### src/rtl/isq_issue_arbiter.sv
// Round-robin issue arbiter: NUM_REQ issue-queue ports share one issue slot, with flush kill by ROB age.
// Optional ISQ_ARB_STARVE_GUARD_EN adds per-requester wait counters that force a grant after 15 waiting cycles.
module isq_issue_arbiter #(
    parameter int unsigned NUM_REQ     = 2,
    parameter int unsigned REQ_LOG     = 1,
    parameter int unsigned DATA_WIDTH  = 248,
    parameter int unsigned ROBID_WIDTH = 7
) (
    input  logic                            clock,
    input  logic                            reset_n,
    input  logic [NUM_REQ-1:0]              req_valid,
    output logic [NUM_REQ-1:0]              req_ready,
    input  logic [NUM_REQ*DATA_WIDTH-1:0]   req_data,
    input  logic [NUM_REQ*ROBID_WIDTH-1:0]  req_robid,
    output logic                            issue_valid,
    input  logic                            issue_ready,
    output logic [DATA_WIDTH-1:0]           issue_data,
    output logic [ROBID_WIDTH-1:0]          issue_robid,
    output logic [REQ_LOG-1:0]              issue_src,
    input  logic                            flush_valid,
    input  logic [ROBID_WIDTH-1:0]          flush_robid
);

    localparam int unsigned IDX_W = ROBID_WIDTH - 1;

    // Wrap bit flips the sense of the index compare; equal ids are not younger.
    function automatic logic younger(input logic [ROBID_WIDTH-1:0] e,
                                     input logic [ROBID_WIDTH-1:0] f);
        return (e[ROBID_WIDTH-1] ^ f[ROBID_WIDTH-1]) ^ (e[IDX_W-1:0] > f[IDX_W-1:0]);
    endfunction

    logic                   slot_valid;
    logic [DATA_WIDTH-1:0]  slot_data;
    logic [ROBID_WIDTH-1:0] slot_robid;
    logic [REQ_LOG-1:0]     slot_src;
    logic [REQ_LOG-1:0]     rr_ptr;

    logic                   slot_killed;
    logic                   can_load;
    logic                   grant_vld;
    logic [REQ_LOG-1:0]     grant_idx;
    logic [REQ_LOG-1:0]     scan_idx;
    logic [DATA_WIDTH-1:0]  grant_data;
    logic [ROBID_WIDTH-1:0] grant_robid;
    logic [REQ_LOG-1:0]     rr_next;

`ifdef ISQ_ARB_STARVE_GUARD_EN
    logic [3:0]             wait_cnt [NUM_REQ];
    logic                   starve_hit;
    logic [REQ_LOG-1:0]     starve_idx;
`endif

    assign slot_killed = slot_valid & flush_valid & younger(slot_robid, flush_robid);
    assign issue_valid = slot_valid & ~slot_killed;
    assign can_load    = ~slot_valid | (issue_valid & issue_ready) | slot_killed;

    assign issue_data  = slot_data;
    assign issue_robid = slot_robid;
    assign issue_src   = slot_src;

    // Grant search: rotate from rr_ptr, first valid requester wins.
    always_comb begin
        grant_vld = 1'b0;
        grant_idx = '0;
        scan_idx  = '0;
`ifdef ISQ_ARB_STARVE_GUARD_EN
        starve_hit = 1'b0;
        starve_idx = '0;
`endif
        if (reset_n && can_load && !flush_valid) begin
            for (int unsigned off = 0; off < NUM_REQ; off++) begin
                scan_idx = REQ_LOG'((32'(rr_ptr) + off) % NUM_REQ);
                if (!grant_vld && req_valid[scan_idx]) begin
                    grant_vld = 1'b1;
                    grant_idx = scan_idx;
                end
            end
`ifdef ISQ_ARB_STARVE_GUARD_EN
            for (int unsigned i = 0; i < NUM_REQ; i++) begin
                if (!starve_hit && req_valid[i] && (wait_cnt[i] == 4'd15)) begin
                    starve_hit = 1'b1;
                    starve_idx = REQ_LOG'(i);
                end
            end
            if (starve_hit) begin
                grant_vld = 1'b1;
                grant_idx = starve_idx;
            end
`endif
        end
    end

    always_comb begin
        req_ready   = grant_vld ? (NUM_REQ'(1) << grant_idx) : '0;
        grant_data  = req_data[32'(grant_idx)*DATA_WIDTH +: DATA_WIDTH];
        grant_robid = req_robid[32'(grant_idx)*ROBID_WIDTH +: ROBID_WIDTH];
        rr_next     = REQ_LOG'((32'(grant_idx) + 32'd1) % NUM_REQ);
    end

    // Issue slot and round-robin pointer.
    always_ff @(posedge clock) begin
        if (!reset_n) begin
            slot_valid <= 1'b0;
            slot_data  <= '0;
            slot_robid <= '0;
            slot_src   <= '0;
            rr_ptr     <= '0;
        end else if (grant_vld) begin
            slot_valid <= 1'b1;
            slot_data  <= grant_data;
            slot_robid <= grant_robid;
            slot_src   <= grant_idx;
            rr_ptr     <= rr_next;
        end else if (can_load) begin
            slot_valid <= 1'b0;
        end
    end

`ifdef ISQ_ARB_STARVE_GUARD_EN
    // Wait counters saturate at 15 and clear on grant, flush or reset.
    always_ff @(posedge clock) begin
        for (int unsigned i = 0; i < NUM_REQ; i++) begin
            if (!reset_n || flush_valid || req_ready[i]) begin
                wait_cnt[i] <= 4'd0;
            end else if (req_valid[i] && (wait_cnt[i] != 4'd15)) begin
                wait_cnt[i] <= wait_cnt[i] + 4'd1;
            end
        end
    end
`endif

endmodule

### config.mk
export PLATFORM = sky130hd
export DESIGN_NAME = isq_issue_arbiter
export DESIGN_NICKNAME = d
export VERILOG_FILES = /design/src/rtl/isq_issue_arbiter.sv
export SDC_FILE = /design/constraint.sdc
export NUM_CORES = 1
export LEC_CHECK = 0
export BUFFER_PORTS_ARGS = -buffer_cell sky130_fd_sc_hd__buf_2
export CORE_AREA = 10 10 295 297
export CTS_BUF_LIST = sky130_fd_sc_hd__clkbuf_4
export DETAILED_ROUTE_END_ITERATION = 6
export DIE_AREA = 0 0 305 307
export HOLD_SLACK_MARGIN = 0.1
export SETUP_SLACK_MARGIN = 0.05
export SLEW_MARGIN = 20
export SYNTH_ARGS = -nofsm -noshare
export SYNTH_HDL_FRONTEND = slang
export SYNTH_SLANG_ARGS = --single-unit
### constraint.sdc
create_clock -name clock -period 2 [get_ports clock]
set_input_delay 0 -clock clock [delete_from_list [all_inputs] [get_ports clock]]
set_output_delay 0 -clock clock [all_outputs]
set_load 0.02 [all_outputs]
==> flow_metrics.py, run 1 <==
metrics = {
    "run_status": {
        "status": "stopped before the end",
        "failing_step": "clock tree synthesis",
        "stop_error": "[ERROR RSZ-0060] Max buffer count reached.",
    },
    "clock_network": {
        "clk_path_buf_depth": 3,
        "cts.repair.resized": 134,
        "h-tree-depth": 3,
        "holdBufCountCts": 589,
        "clock-sinks": 258,
        "cts_setup_buffers": 32,
        "cts_made_buffers": 78,
        "cts-root-buf": "clkbuf_4",
    },
    "yosys": {
        "synthCells": 926,
        "synthFlopType": "dfxtp_1",
        "synth_most_common_cell": "nor2b_1",
        "synth_top_area_share_pct": 49.8,
        "synth-edff-count": 0,
        "ys_ff_latch": 258,
        "synth_nets": 1455,
        "netlist_area_um2": 10400,
        "synth_area_per_cell_um2": 11.2,
        "synth_common_cells": "260 x nor2b_1, 258 x dfxtp_1, 255 x a222oi_1",
        "ys_types": 26,
        "synth-seq-area-share_pct": 49.8,
        "synth_warnings": 0,
        "synthTopCellsByArea": "dfxtp_1 50%, a222oi_1 25%, nor2b_1 16%",
        "async_reset_ff_share_pct": 0,
        "synth.largest_area_cell": "dfxtp_1",
    },
    "die": {
        "die_w_um": 305,
        "io_pins": 782,
        "die_h_um": 307,
        "start_util_pct": 12.7,
        "rows": 105,
    },
    "placement": {
        "io_buffer_count": 781,
        "dp_hpwl_mm": 41.8,
        "gp_congestion": 0.818,
        "placed_cells": 2749,
    },
}
==> logic make-up after synthesis <==
group                    synth area share [%]
XOR/XNOR                               0.0845
AND/OR/NAND/NOR                          16.5
AO/OA/AOI/OAI                            25.2
multiplexers                           0.0966
adder cells (fa/ha/maj)                 0.724
flip-flops                               49.8
buffers and inverters                    7.58
==> stage by stage <==
step	cell area (µm²)	setup slack, ns
2_1_floorplan	10400	0.190
3_3_place_gp	15700	-0.0791
3_5_place_dp	15700	-0.102
==> run 2, diff against run 1 <==
CORE_AREA = 10 10 294 296   (was 10 10 295 297)
CTS_BUF_LIST = unset   (was sky130_fd_sc_hd__clkbuf_4)
DIE_AREA = 0 0 304 306   (was 0 0 305 307)
HOLD_SLACK_MARGIN = unset   (was 0.1)
PLACE_DENSITY_LB_ADDON = 0.15   (was unset)
SETUP_SLACK_MARGIN = unset   (was 0.05)
==> run 2 against run 1 <==
Effect of this change:
- synthesized cell count stayed put
- area after synthesis stayed put
- the flow now finishes, with violations (design-rule violations, negative setup slack)
==> flow_metrics.py, run 2 <==
metrics = {
    "setup_path": {
        "startpoint_type": "flop",
        "cpPeakStageDelay_ns": 0.33,
        "criticalPathCategory": "reg2out",
        "reg2regPathDepth": 7,
        "arrival_ns": 2.03,
        "slowest_stage": "dfxtp_2",
        "end_kind": "primary output",
        "cp_max_fo": 2,
        "required_ns": 2.00,
        "rrSetupSlack_ns": 0.01,
        "reg2reg_to": "issue_robid[2]",
        "r2r-start": "slot_valid",
        "path_cells": "ha_4 > and4_4 > o21ai_4 > nand3_2 > mux2i_1 > nor3b_2 > buf_4",
    },
    "die": {
        "dieArea_um2": 93000,
        "die_w_um": 304,
        "core_um2": 80300,
        "die_h_um": 306,
        "start_util_pct": 12.9,
        "rows": 104,
        "io_pins": 782,
    },
    "yosys": {
        "synthTopCellsByArea": "dfxtp_1 50%, a222oi_1 25%, nor2b_1 16%",
        "async_reset_ff_share_pct": 0,
        "synth_common_cells": "260 x nor2b_1, 258 x dfxtp_1, 255 x a222oi_1",
        "netlist_area_um2": 10400,
        "synth_nets": 1455,
        "synth_top_area_share_pct": 49.8,
        "synth_area_per_cell_um2": 11.2,
        "synth_most_common_cell": "nor2b_1",
        "synthFlopType": "dfxtp_1",
        "synth.largest_area_cell": "dfxtp_1",
        "ys_ff_latch": 258,
        "synth-seq-area-share_pct": 49.8,
        "ys_types": 26,
        "synth-edff-count": 0,
        "synth_warnings": 0,
        "synthCells": 926,
    },
    "worst_hold_path": {
        "hp-start": "flush_robid[6]",
        "min_to": "slot_valid",
        "holdPathStages": 4,
        "hold_class": "in2reg",
    },
    "pwr": {
        "power_leakage_nw": 9.99,
        "vdd_drop_max_mv": 0.424,
        "p_per_area_nw_per_um2": 670,
    },
    "clock_network": {
        "clkLatencyLatePin_ns": 0.54,
        "clkSlewWorstSetupHoldPaths_ns": 0.05,
        "h-tree-depth": 2,
        "cts_made_buffers": 36,
        "clk_path_buf_depth": 3,
        "cts_tree": "done",
        "clock-sinks": 258,
        "cts-root-buf": "clkbuf_16",
    },
    "drt": {
        "avgViaCountPerCell": 4.17,
        "via_count": 13900,
        "drcViolationCount": 17,
        "wire_per_inst_um": 20.3,
        "ant_nets": 0,
        "drt_iter0_drc": 1559,
        "finalWirelength_mm": 67.6,
        "firstDrtPassIters": 7,
    },
    "global_route": {
        "grt_use_total_pct": 13.2,
        "antenna_found_initial": 6,
        "grt_pass1_wl_mm": 96.1,
        "gr-total-overflow": 0,
        "grt_max_degree": 156,
        "grt_pass1_vias": 15000,
    },
    "run_status": {
        "violations": "design-rule violations, negative setup slack",
        "status": "complete, but fails checks",
    },
    "final_layout": {
        "layout_common_cells": "778 x buf_2, 513 x dlygate4sd3_1, 258 x nor2b_1",
        "final_common_cell": "buf_2",
        "postLayoutCellArea_um2": 22500,
        "drive_gt1_share_pct": 42.3,
        "syn_to_final_growth_pct": 117,
        "largest_register_ffs": 248,
        "fin_cells": 3322,
        "nNetsFinal": 2768,
        "fin_util_pct": 28.0,
        "fillers": 8486,
    },
    "placement": {
        "io_buffer_count": 781,
        "gp_congestion": 0.794,
        "placed_cells": 2715,
        "placedInstanceArea_um2": 15500,
        "dp_hpwl_mm": 47.9,
    },
    "sta": {
        "slew-limit-headroom_pct": 33.7,
        "rsz0062_at_grt": "true",
        "slew_violations": 0,
        "fmaxAchievable_mhz": 492,
        "worst_slack_ns": -0.0326,
        "worst_pin_slew_ns": 0.994,
        "post-route-min-period_ns": 2.03,
        "fin_crit_sh_pct": 102,
        "fin_skew_ns": 0.0124,
        "setup_violations": 1,
        "hold_viol": 0,
    },
    "job": {
        "cap_viol_max_count": 0,
    },
}
[run 2: cell type report]
type,instances,area [µm²],share of cell area [%]
antenna,2,5.00,0.0223
clock buffer,51,1080,4.80
clock inverter,8,72.6,0.323
inverter,6,22.5,0.100
multi-input combinational,547,4570,20.3
sequential,258,5170,23.0
tap,1060,1330,5.90
timing repair buffer,1390,10200,45.5
[run 2: cell families after synthesis]
family          synth area share (%)
simple gates                    16.5
compound gates                  25.2
flops                           49.8
buf+inv                         7.58
fa+ha+maj                      0.724
xor+xnor                      0.0845
mux                           0.0966
[run 2: how the worst max path moves through the flow]
stage                    from              to  slack [ns]  cells past startpoint
2_1_floorplan  issue_robid[1]     issue_valid        0.19                      6
3_3_place_gp       slot_valid  issue_robid[2]       -0.31                      7
3_5_place_dp       slot_valid  issue_robid[3]       -0.29                      7
4_1_cts        issue_robid[2]     issue_valid       -0.15                      7
5_1_grt        issue_robid[3]     issue_valid       -0.19                      7
6_report       issue_robid[3]     issue_valid       -0.03                      7
[run 2: report_power, final]
| group | switching, W | leakage (nW) | internal (W) |
|---|---|---|---|
| clock network | 0.00249 | 0.575 | 0.00385 |
| registers | 0.000153 | 2.10 | 0.00540 |
| logic | 0.00141 | 7.31 | 0.00177 |
| total | 0.00405 | 9.99 | 0.0110 |
[run 2: timing repair]
| action | CTS | global route |
|---|---|---|
| setup endpoints to repair | 6 | 48 |
| hold endpoints to repair | 256 | 0 |
| pin swaps | 14 | 17 |
| hold buffers | 513 | 0 |
| buffers inserted | 20 | 7 |
| gates resized for setup | 30 | 7 |
| cloned | 3 | 7 |
[run 2: metrics by stage]
step                      total power, W  setup WS (ns)  hold slack [ns]  TNS, ns
after floorplan                  0.00670          0.190            0.192        0
after CTS                         0.0154         -0.145           0.0327   -0.145
final                             0.0151        -0.0326           0.0808  -0.0326
after global routing              0.0158         -0.186           0.0736   -0.362
after detailed placement         0.00784         -0.289            0.285   -0.648
after global placement           0.00784         -0.314            0.278   -0.678
[run 2: worst max-delay path, delay by kind of cell, from the launching register on]
family	cells	cell delay (ns)
and+or+nand+nor	3	0.57
DFF	1	0.33
adders and majority gates	1	0.26
buffers and inverters	1	0.18
muxes	1	0.08
AOI/OAI and AO/OA	1	0.07
[run 2: metal layers]
layer	global-route usage, %	share of wire, %
met5	0	0.071
met4	4.41	2.8
met1	14.6	38
met2	24.3	52
met3	3.38	7.2
Power figures use the tool's default switching activity.
